`src/rtl/sync_fifo_flagged.sv`:
```
// Single-clock parametrised FIFO with programmable almost-full/almost-empty
// thresholds, occupancy count, sticky overflow/underflow flags and a read-valid strobe.
module sync_fifo_flagged #(
  parameter int unsigned FIFO_WIDTH = 32,
  parameter int unsigned FIFO_DEPTH = 16,
  parameter int unsigned AF_TH      = FIFO_DEPTH - 2,
  parameter int unsigned AE_TH      = 2,
  parameter int unsigned CW         = $clog2(FIFO_DEPTH + 1)
) (
  input  logic                  clk,
  input  logic                  rst_n,
  input  logic [FIFO_WIDTH-1:0] data_in,
  input  logic                  w_en,
  input  logic                  r_en,
  input  logic                  err_clr,
  output logic [FIFO_WIDTH-1:0] data_out,
  output logic                  data_valid,
  output logic                  empty,
  output logic                  full,
  output logic                  almost_empty,
  output logic                  almost_full,
  output logic [CW-1:0]         fill_count,
  output logic                  overflow,
  output logic                  underflow
);

  localparam int unsigned PW = (FIFO_DEPTH > 1) ? $clog2(FIFO_DEPTH) : 1;

  logic [FIFO_WIDTH-1:0] mem [FIFO_DEPTH];
  logic [PW-1:0]         wptr;
  logic [PW-1:0]         rptr;
  logic [CW-1:0]         count_nxt;
  logic                  wa;
  logic                  ra;

  // Pointers wrap explicitly so non-power-of-two depths work.
  function automatic logic [PW-1:0] ptr_inc(input logic [PW-1:0] p);
    return (p == PW'(FIFO_DEPTH - 1)) ? '0 : p + PW'(1);
  endfunction

  // Status flags decode the count register directly, so they never lag it.
  assign empty        = (fill_count == '0);
  assign full         = (fill_count == CW'(FIFO_DEPTH));
  assign almost_empty = (fill_count <= CW'(AE_TH));
  assign almost_full  = (fill_count >= CW'(AF_TH));

  // A read frees a slot, so a write to a full FIFO is accepted alongside it.
  assign ra = r_en & ~empty;
  assign wa = w_en & (~full | ra);

  always_comb begin
    count_nxt = fill_count;
    case ({wa, ra})
      2'b10:   count_nxt = fill_count + CW'(1);
      2'b01:   count_nxt = fill_count - CW'(1);
      default: count_nxt = fill_count;
    endcase
  end

  // Storage is not reset; writes are blocked during the reset cycle.
  always_ff @(posedge clk) begin
    if (rst_n && wa) begin
      mem[wptr] <= data_in;
    end
  end

  always_ff @(posedge clk) begin
    if (!rst_n) begin
      wptr       <= '0;
      rptr       <= '0;
      fill_count <= '0;
      data_out   <= '0;
      data_valid <= 1'b0;
      overflow   <= 1'b0;
      underflow  <= 1'b0;
    end else begin
      fill_count <= count_nxt;
      data_valid <= ra;
      if (wa) begin
        wptr <= ptr_inc(wptr);
      end
      if (ra) begin
        data_out <= mem[rptr];
        rptr     <= ptr_inc(rptr);
      end
      // A new error in the same cycle as the clear wins.
      overflow  <= (overflow  & ~err_clr) | (w_en & ~wa);
      underflow <= (underflow & ~err_clr) | (r_en & ~ra);
    end
  end

endmodule

```
`config.mk`:
```
export PLATFORM = sky130hd
export DESIGN_NAME = sync_fifo_flagged
export DESIGN_NICKNAME = d
export VERILOG_FILES = /design/src/rtl/sync_fifo_flagged.sv
export SDC_FILE = /design/constraint.sdc
export NUM_CORES = 1
export LEC_CHECK = 0
export CAP_MARGIN = 10
export CORE_UTILIZATION = 45
export CTS_CLUSTER_DIAMETER = 60
export DETAILED_ROUTE_END_ITERATION = 8
export PLACE_DENSITY_LB_ADDON = 0.12
export SYNTH_ARGS = -nofsm -noshare
export SYNTH_HDL_FRONTEND = slang
export SYNTH_SLANG_ARGS = --single-unit
```
`constraint.sdc`:
```
create_clock -name clk -period 10.9 [get_ports clk]
set_clock_uncertainty 0.1 [all_clocks]
set_input_delay 2.725 -clock clk [delete_from_list [all_inputs] [get_ports clk]]
set_output_delay 2.725 -clock clk [all_outputs]
set_load 0.01 [all_outputs]
```
==> results.md, run 1 <==
- Fin Setup TNS: 0 ns
- CP max FO: 32
- Initial antenna violation count: 0
- Worst rel slew slack: 27.17%
- Hold path depth: 2
- CTS tree: done
- Sink Count: 560
- Final Wtd Congestion: 0.7305
- DRT antenna net count: 0
- Final Core Density: 52.93%
- Avg Inst Size Synth: 21.93 sq um
- Ys Warns: 0
- Post-CTS Hold Buffers: 0
- Mapped Nets: 1,026
- Via Count: 9,949
- Final hold violations: 0
- CP Cell Sequence: clkdlybuf4s50_1, nand3_1, nor2_4
- Antenna Cells: 0
- Number of cells on the worst reg-to-reg path: 11
- Worst-skew pair later-pin latency: 0.61 ns
- Synth Flop Type: edfxtp_1
- Hpwl dp: 27.14 mm
- Post-Route WL: 46.93 mm
- Synthesized area: 0.02147 sq mm
- Synthesized flop and latch total: 560
- Fraction of layout cells with a size suffix above 1: 24.73%
- Minimum clock period: 5.165 ns
- H-tree depth: 2
- RSZ-0062 raised after global routing: false
- Grt total ovfl: 0
- CP Buf/Inv Count: 1
- PwrDens: 224.2 mW/mm^2
- Ranking of synthesized cells by area: edfxtp_1, mux4_2, dfxtp_1
- EDFF count, synth: 512
- DRC viols: 6
- Drt pass-1 iters: 9
- Vias in the first global route: 10,200
- Slowest CP cell: nor2_4
- Crit Reg-Reg Startpoint: fill_count[0]$_SDFFE_PN0P_
- Seq/Total Area, Yosys: 76.09%
- Max Slew Vio Count: 0
- CP Launch Type: input port
- Die X: 220.4 um
- Max Freq: 0.1936 GHz
- Root buffer cell: clkbuf_16
- Post-synth cell types: 41
- Area grow syn2layout: 15.51%
- NumNets Final: 1,123
- Synth top area share: 71.62%
- Boundary Pins: 81
- Post-synthesis async set-or-reset flop share: 0%
- CP Capture Type: flip-flop
- Failing checks: design-rule violations
- R2R setup slack: 7.57 ns
- Hold Path End: data_out[18]$_SDFFE_PN0P_
- Crit path max-delay family: simple AND/OR/NAND/NOR gates
- Synth top cells by count: edfxtp_1, mux4_2, mux2i_1, dfxtp_1, nand2_1
- # rows: 79
- Hold Startpoint: data_out[18]$_SDFFE_PN0P_
- IO Port Bufs: 80
- Most frequent cell after synthesis: edfxtp_1
- Die ar.: 0.04859 sq mm
- Resized cells post-CTS: 0
- Status: complete, but fails checks
- Total chip power: 5.560 mW
- Max_cap viols: 0
- Vias/cell: 5.748
- Largest net degree at the start of global routing: 94
- Mapped Cells: 979
- First-pass GRT wire length: 69.45 mm
- WP data required: 11.01 ns
- Die height: 220.4 um
- Total core area: 0.04685 sq mm
- WP data arrival: 5.28 ns
- Max IR drop VDD: 186.5 uV
- Setup bufs post-CTS: 0
- Synth area leader: edfxtp_1
- Clk buf depth: 3
- Worst-path clk slew: 0.06 ns
- Worst-margin pin slew: 1.090 ns
- Initial Utilization: 45.82%
- Critical register-to-register path endpoint: fill_count[4]$_SDFFE_PN0P_
- Crit-path max cell delay: 0.99 ns
- CTS Buf Count: 58
- Leak: 7.488 nW
- Initial drt markers: 983
- Final setup viols: 0
- DR WL/cell: 27.11 um
- GRT Total Usage: 20.19%
- Hold WC Path Type: reg2reg
- Setup CP Type: in2reg
- Hold Slack: 0.3699 ns
- Period utilization: 47.39%
==> tightest hold or removal path: cells and delay by family (launching register included) <==
kind            cells  cell delay, ns
flops               1            0.33
simple gates        1            0.06
compound gates      1            0.05
==> kinds of logic (layout without fill, tap and decap cells) <==
kind of cell	Yosys count	in the layout	share of synthesized area (%)
flip-flops	560	560	76.09
AO/OA/AOI/OAI	53	53	2.838
adder cells (fa/ha/maj)	10	10	0.6178
XOR/XNOR	5	5	0.2040
AND/OR/NAND/NOR	94	94	2.098
buffers and inverters	62	207	1.597
multiplexers	195	195	16.55
==> layer usage <==
metal  wire length, um  GRT usage, %  vias to the layer above
li1                  -             -                     4270
met1             22840         31.69                     5363
met3              2615         4.165                       70
met5                 0             0                        -
met4               868         4.851                        0
met2             20610         28.87                      246
==> cell type report <==
type,count,area (sq um)
multi-input combinational,357,4907
clock inverter,27,250.2
clock buffer,81,1609
inverter,8,30.03
fill,3699,22050
sequential,560,16350
timing repair buffer,91,895.9
tap,607,759.5
==> stage by stage <==
stage / area [sq um] / setup WS (ns) / instances
4_1_cts: 24800 / 5.707 / 1731
2_1_floorplan: 21470 / 4.969 / 979
5_1_grt: 24800 / 5.563 / 1731
3_3_place_gp: 22940 / 5.163 / 1623
6_report: 24800 / 5.735 / 1731
3_5_place_dp: 22940 / 5.096 / 1623
==> flip-flops by register name, summed over array words and instances (netlist names) <==
name	count
overflow	1
fill_count	5
mem	512
wptr	4
data_out	32
rptr	4
underflow	1
data_valid	1
==> placed cells by master, fill, tap and decap left out, drive strengths merged, types with 5 or more instances in the layout <==
master         Yosys  final
mux4             128    128
edfxtp           512    512
nor2              17     17
ha                 9      9
a21oi              5      5
nand2             44     44
buf               28     11
clkinv             0     18
mux2i             67     67
inv                8     11
dfxtp             48     48
and2               7      7
nand3              6      6
o21ai              5      5
clkbuf            26     81
o221ai            32     32
clkdlybuf4s50      0     80
nor2b              8      8
==> where the power goes <==
group	switching (mW)	total, mW	internal, mW
registers	0.102	2.52	2.42
logic	0.538	1.10	0.560
clock network	0.815	1.94	1.12
==> how the worst max path moves through the flow <==
| stage | startpoint | slack [ns] | depth (start not counted) | end |
|---|---|---|---|---|
| detailed placement | rst_n | 5.10 | 3 | mem[5][0]$_DFFE_PP_ |
| global placement | rst_n | 5.16 | 3 | mem[5][0]$_DFFE_PP_ |
| CTS | rst_n | 5.71 | 3 | mem[5][25]$_DFFE_PP_ |
| floorplan | r_en | 4.97 | 4 | mem[0][0]$_DFFE_PP_ |
| global route | rst_n | 5.56 | 3 | mem[5][25]$_DFFE_PP_ |
| finish | rst_n | 5.73 | 3 | mem[5][12]$_DFFE_PP_ |
Power figures use the tool's default switching activity.
==> inputs of run 2 (changes only) <==
==> constraint.sdc (replaced) <==
create_clock -name clk -period 4.35 [get_ports clk]
set_clock_uncertainty 0.1 [all_clocks]
set_input_delay 1.0875 -clock clk [delete_from_list [all_inputs] [get_ports clk]]
set_output_delay 1.0875 -clock clk [all_outputs]
set_load 0.01 [all_outputs]
==> run 2 against run 1 <==
The flow still finishes with violations (design-rule violations). Global-route usage down 1.0 points. First-iteration DRC count down 23%. Critical path depth unchanged. Cell area is 0.95% higher. Critical path type is now reg2out. Critical endpoint is now empty. Largest cell class unchanged.
==> results.md, run 2 (synthesized netlist as in run 1, its figures left out) <==
- Final hold violations: 0 (unchanged)
- Final Wtd Congestion: 0.7124 (was 0.7305)
- Max Freq: 0.2915 GHz
- Minimum clock period: 3.431 ns
- Status: complete, but fails checks (unchanged)
- Die height: 220.4 um (unchanged)
- Sink Count: 560 (unchanged)
- Max Slew Vio Count: 0 (unchanged)
- WP data arrival: 2.24 ns (was 5.28 ns)
- CTS tree: done (unchanged)
- GRT Total Usage: 19.15% (was 20.19%)
- Largest net degree at the start of global routing: 47 (was 94)
- Initial drt markers: 753 (was 983)
- Largest reg by FF count: mem (unchanged)
- # rows: 79 (unchanged)
- Drt pass-1 iters: 7 (was 9)
- Initial antenna violation count: 0 (unchanged)
- Fin Setup TNS: 0 ns (unchanged)
- CP max FO: 6 (was 32)
- Via Count: 9,843 (was 9,949)
- WP data required: 3.16 ns (was 11.01 ns)
- Max reg flops: 512 (unchanged)
- Vias/cell: 5.605 (was 5.748)
- Max_cap viols: 0 (unchanged)
- Post-CTS Hold Buffers: 0 (unchanged)
- CTS Buf Count: 58 (unchanged)
- Clk buf depth: 3 (unchanged)
- Root buffer cell: clkbuf_16 (unchanged)
- Top flop regs: mem: 512 flops, data_out: 32 flops, fill_count: 5 flops (unchanged)
- Worst rel slew slack: 26.55% (was 27.17%)
- IO Port Bufs: 80 (unchanged)
- Hpwl dp: 23.64 mm (was 27.14 mm)
- PwrDens: 542.7 mW/mm^2 (was 224.2 mW/mm^2)
- DR WL/cell: 25.07 um (was 27.11 um)
- Boundary Pins: 81 (unchanged)
- Hold WC Path Type: reg2reg (unchanged)
- DRC viols: 12 (was 6)
- NumNets Final: 1,148 (was 1,123)
- RSZ-0062 raised after global routing: false (unchanged)
- DRT antenna net count: 0 (unchanged)
- Resized cells post-CTS: 0 (unchanged)
- Worst-margin pin slew: 1.102 ns (was 1.090 ns)
- CP Launch Type: flip-flop (was input port)
- Worst-path clk slew: 0.06 ns (about the same)
- Final setup viols: 0 (unchanged)
- Setup CP Type: reg2out (was in2reg)
- H-tree depth: 2 (unchanged)
- Period utilization: 78.87%
- Commonest non-fill, non-tap cell in the layout: edfxtp_1 (unchanged)
- Die X: 220.4 um (unchanged)
- Most frequent cells in the layout: edfxtp_1, mux4_2, clkdlybuf4s50_1 (unchanged)
- Area grow syn2layout: 16.62% (was 15.51%)
- Die ar.: 0.04859 sq mm (unchanged)
- Failing checks: design-rule violations (unchanged)
- CP Capture Type: primary output (was flip-flop)
- Placed instance count: 1,648 (was 1,623)
- Max IR drop VDD: 312.7 uV (was 186.5 uV)
- Initial Utilization: 45.82% (unchanged)
- Leak: 7.628 nW (was 7.488 nW)
- Vias in the first global route: 10,490 (was 10,200)
- Setup bufs post-CTS: 0 (unchanged)
- Total core area: 0.04685 sq mm (unchanged)
- Worst-skew pair later-pin latency: 0.60 ns (was 0.61 ns)
- Fraction of layout cells with a size suffix above 1: 26.83% (was 24.73%)
- First-pass GRT wire length: 66.90 mm (was 69.45 mm)
- Post-Route WL: 44.02 mm (was 46.93 mm)
- Grt total ovfl: 0 (unchanged)
- Fin cells: 1,756 (was 1,731)
run 2: final cells by class:
class	count	area (sq um)
Fill cell	3654	21820
Sequential cell	560	16350
Multi-Input combinational cell	357	4907
Clock buffer	73	1548
Timing Repair Buffer	116	1196
Tap cell	607	759.5
Clock inverter	34	245.2
Inverter	8	30.03
Antenna cell	1	2.502
run 2: power breakdown:
part	total [mW]	switching [mW]	internal (mW)
clock	4.66	2.02	2.64
sequential	6.32	0.252	6.06
combinational	2.62	1.17	1.44
total	13.6	3.44	10.1
run 2: final timing paths:
kind,from,to,slack (ns),depth (start not counted)
worst max-delay path,fill_count[0]$_SDFFE_PN0P_,empty,0.92,3
worst min-delay path,data_out[9]$_SDFFE_PN0P_,data_out[9]$_SDFFE_PN0P_,0.37,2
worst max register to register,fill_count[0]$_SDFFE_PN0P_,fill_count[4]$_SDFFE_PN0P_,1.17,11
worst min register to register,data_out[9]$_SDFFE_PN0P_,data_out[9]$_SDFFE_PN0P_,0.37,2
run 2: layer usage:
metal | vias up | GRT usage (%) | wire length (um)
met4 | 0 | 4.897 | 887
met3 | 69 | 3.491 | 1665
met5 | - | 0 | 0
li1 | 4326 | - | -
met2 | 167 | 32.30 | 22130
met1 | 5281 | 25.74 | 19340
run 2: worst max-delay path: stages, from the launching register on:
cell and delay [ns]:
dfxtp_1 0.37, or4_4 0.58, nor2_1 0.15, clkdlybuf4s50_1 0.55
run 2: through the flow:
step           hold slack, ns  area, sq um  utilization, %  worst slack, ns  total power, mW
2_1_floorplan          0.3967        21470               -          0.05672            8.235
3_3_place_gp           0.3493        23240           49.60           0.5392            9.127
6_report               0.3676        25040           53.43           0.9191            13.59
5_1_grt                0.4014        25030           53.43           0.8167            14.19
3_5_place_dp           0.3572        23240           49.60           0.5170            9.122
4_1_cts                0.3718        25030           53.43           0.8731            13.80
==> inputs of run 3 (changes only) <==
==> constraint.sdc (replaced) <==
create_clock -name clk -period 2.9 [get_ports clk]
set_clock_uncertainty 0.1 [all_clocks]
set_input_delay 0.725 -clock clk [delete_from_list [all_inputs] [get_ports clk]]
set_output_delay 0.725 -clock clk [all_outputs]
set_load 0.01 [all_outputs]
==> run 3 against run 2 <==
The run still ends with design-rule violations left. Critical path depth grew 1. Sequential power grew 48%. Combinational power grew 65%. Register-to-register slack lost 1.1 ns. Non-clock buffer count grew 37. Critical endpoint is now full. Largest cell class unchanged.
==> results.md, run 3 (synthesized netlist as in run 1, its figures left out) <==
- Fraction of layout cells with a size suffix above 1: 29.93% (was 26.83%)
- WL met1: 20.03 mm (was 19.34 mm)
- Hold WC Path Type: reg2reg (unchanged)
- Final Core Density: 54.99% (was 53.43%)
- Area grow syn2layout: 20.01% (was 16.62%)
- Most frequent cells in the layout: edfxtp_1, mux4_2, clkdlybuf4s50_1 (unchanged)
- Initial Utilization: 45.82% (unchanged)
- CTS tree: done (unchanged)
- Initial antenna violation count: 4 (was 0)
- Top flop regs: mem: 512 flops, data_out: 32 flops, fill_count: 5 flops (unchanged)
- Placed instance area: 0.02387 sq mm (was 0.02324 sq mm)
- Setup CP Type: reg2out (unchanged)
- Final Worst Setup Slack: 0.05735 ns (was 0.9191 ns)
- Max reg flops: 512 (unchanged)
- PwrDens: 810.0 mW/mm^2 (was 542.7 mW/mm^2)
- Period utilization: 98.02%
- Final Wtd Congestion: 0.7259 (was 0.7124)
- GRT Total Usage: 19.34% (was 19.15%)
- Worst rel slew slack: 59.57% (was 26.55%)
- First-pass GRT wire length: 67.59 mm (was 66.90 mm)
- Largest reg by FF count: mem (unchanged)
- Final setup viols: 0 (unchanged)
- RSZ-0062 raised after global routing: true (was false)
- Max Freq: 0.3518 GHz
- H-tree depth: 2 (unchanged)
- Vias in the first global route: 10,540 (was 10,490)
- Boundary Pins: 81 (unchanged)
- Metal3 WL: 2.016 mm (was 1.665 mm)
- Max_cap viols: 0 (unchanged)
- Root buffer cell: clkbuf_16 (unchanged)
- CTS Buf Count: 57 (was 58)
- Hold Startpoint: data_out[13]$_SDFFE_PN0P_ (was data_out[9]$_SDFFE_PN0P_)
- Total net switching power: 5.278 mW (was 3.444 mW)
- Die height: 220.4 um (unchanged)
- NumNets Final: 1,184 (was 1,148)
- Post-CTS Hold Buffers: 0 (unchanged)
- Total core area: 0.04685 sq mm (unchanged)
- Antenna Cells: 0 (was 1)
- Comb power frac: 20.7% (was 19.2%)
- Cell internal pwr: 15.59 mW (was 10.14 mW)
- Worst-path clk slew: 0.06 ns (about the same)
- Total chip power: 20.87 mW (was 13.59 mW)
- Final hold violations: 0 (unchanged)
- Max Slew Vio Count: 0 (unchanged)
- Drt pass-1 iters: 7 (unchanged)
- DR WL/cell: 25.11 um (was 25.07 um)
- CP Launch Type: flip-flop (unchanged)
- IO Port Bufs: 80 (unchanged)
- Vias/cell: 5.582 (was 5.605)
- Place WS: -0.3226 ns (was 0.5170 ns)
- Worst-skew pair later-pin latency: 0.60 ns (about the same)
- Post-Route WL: 45.02 mm (was 44.02 mm)
- Initial drt markers: 736 (was 753)
- DRT antenna net count: 0 (unchanged)
- Largest net degree at the start of global routing: 45 (was 47)
- DRC viols: 4 (was 12)
- Worst-margin pin slew: 0.6046 ns (was 1.102 ns)
- Via Count: 10,010 (was 9,843)
- Top routing layer in use: met5 (was met4)
- CP max FO: 3 (was 6)
- # rows: 79 (unchanged)
- Status: complete, but fails checks (unchanged)
- Fin area: 0.02576 sq mm (was 0.02504 sq mm)
- WP data required: 2.08 ns (was 3.16 ns)
- CP Capture Type: primary output (unchanged)
- Reg power frac: 44.7% (was 46.5%)
- Failing checks: design-rule violations (unchanged)
- Switching share of power: 25.29% (was 25.34%)
- Die X: 220.4 um (unchanged)
- Worst setup path startpoint: fill_count[0]$_SDFFE_PN0P_ (unchanged)
- Sink Count: 560 (unchanged)
- Clk buf depth: 3 (unchanged)
- WL met2: 22.06 mm (was 22.13 mm)
- Crit Reg-Reg Startpoint: fill_count[0]$_SDFFE_PN0P_ (unchanged)
- Max IR drop VDD: 586.9 uV (was 312.7 uV)
- Die ar.: 0.04859 sq mm (unchanged)
- Leak: 7.893 nW (was 7.628 nW)
- Commonest non-fill, non-tap cell in the layout: edfxtp_1 (unchanged)
- Clock power share: 34.6% (was 34.3%)
- Hpwl dp: 26.55 mm (was 23.64 mm)
- WP data arrival: 2.02 ns (was 2.24 ns)
- Minimum clock period: 2.843 ns
- Grt total ovfl: 0 (unchanged)
-- run 3: cell types whose count changed in the layout (fill, tap and decap cells not counted), sizes merged --
| cell | previous run | this run |
|---|---|---|
| clkdlybuf4s50 | 80 | 77 |
| clkinvlp | 3 | 6 |
| clkbuf | 73 | 76 |
| buf | 36 | 73 |
| clkinv | 27 | 19 |
| dlygate4sd2 | 0 | 3 |
| bufinv | 2 | 3 |
| inv | 10 | 12 |
| diode | 1 | 0 |
-- run 3: repair_timing --
item	4_1_cts	5_1_grt
pin swaps	0	3
setup buffers	0	2
resized for setup	3	3
endpoints found under the setup margin	3	1
-- run 3: layer usage --
metal	vias to the layer above	global-route usage (%)
met4	8	5.011
met3	74	4.234
li1	4397	-
met2	200	31.50
met5	-	0
met1	5329	26.49
-- run 3: worst paths after layout --
| kind | cells past startpoint | slack [ns] | endpoint |
|---|---|---|---|
| setup reg to reg | 11 | 0.09 | fill_count[4]$_SDFFE_PN0P_ |
| setup / recovery | 4 | 0.06 | full |
| hold / removal | 2 | 0.37 | data_out[13]$_SDFFE_PN0P_ |
| hold reg to reg | 2 | 0.37 | data_out[13]$_SDFFE_PN0P_ |
-- run 3: stage by stage --
step,hold WS (ns),std cells,setup TNS (ns)
after global placement,0.3506,1683,-0.2959
final,0.3707,1793,0
after detailed placement,0.3506,1683,-0.3476
after CTS,0.3702,1791,0
after global routing,0.3895,1793,-0.004224
after floorplan,0.3967,979,-63.99
-- run 3: cell type report --
class,count,area [sq um]
fill,3605,21090
sequential,560,16350
multi-input combinational,357,4952
timing repair buffer,153,1795
clock buffer,76,1610
tap,607,759.5
clock inverter,32,264.0
inverter,8,32.53
-- run 3: power groups by stage --
| stage | Sequential, mW | Clock [mW] | Combinational [mW] |
|---|---|---|---|
| 3_5_place_dp | 9.52 | 0 | 4.42 |
| 5_1_grt | 9.38 | 7.70 | 4.67 |
| 6_report | 9.34 | 7.22 | 4.31 |
| 4_1_cts | 9.35 | 7.38 | 4.40 |
| 2_1_floorplan | 9.49 | 0 | 2.88 |
| 3_3_place_gp | 9.52 | 0 | 4.39 |
-- run 3: critical path, stage by stage, from the launching register on --
cell and delay, ns:
dfxtp_2 0.31, or4_4 0.54, buf_4 0.16, nor2_2 0.13, dlygate4sd2_1 0.29
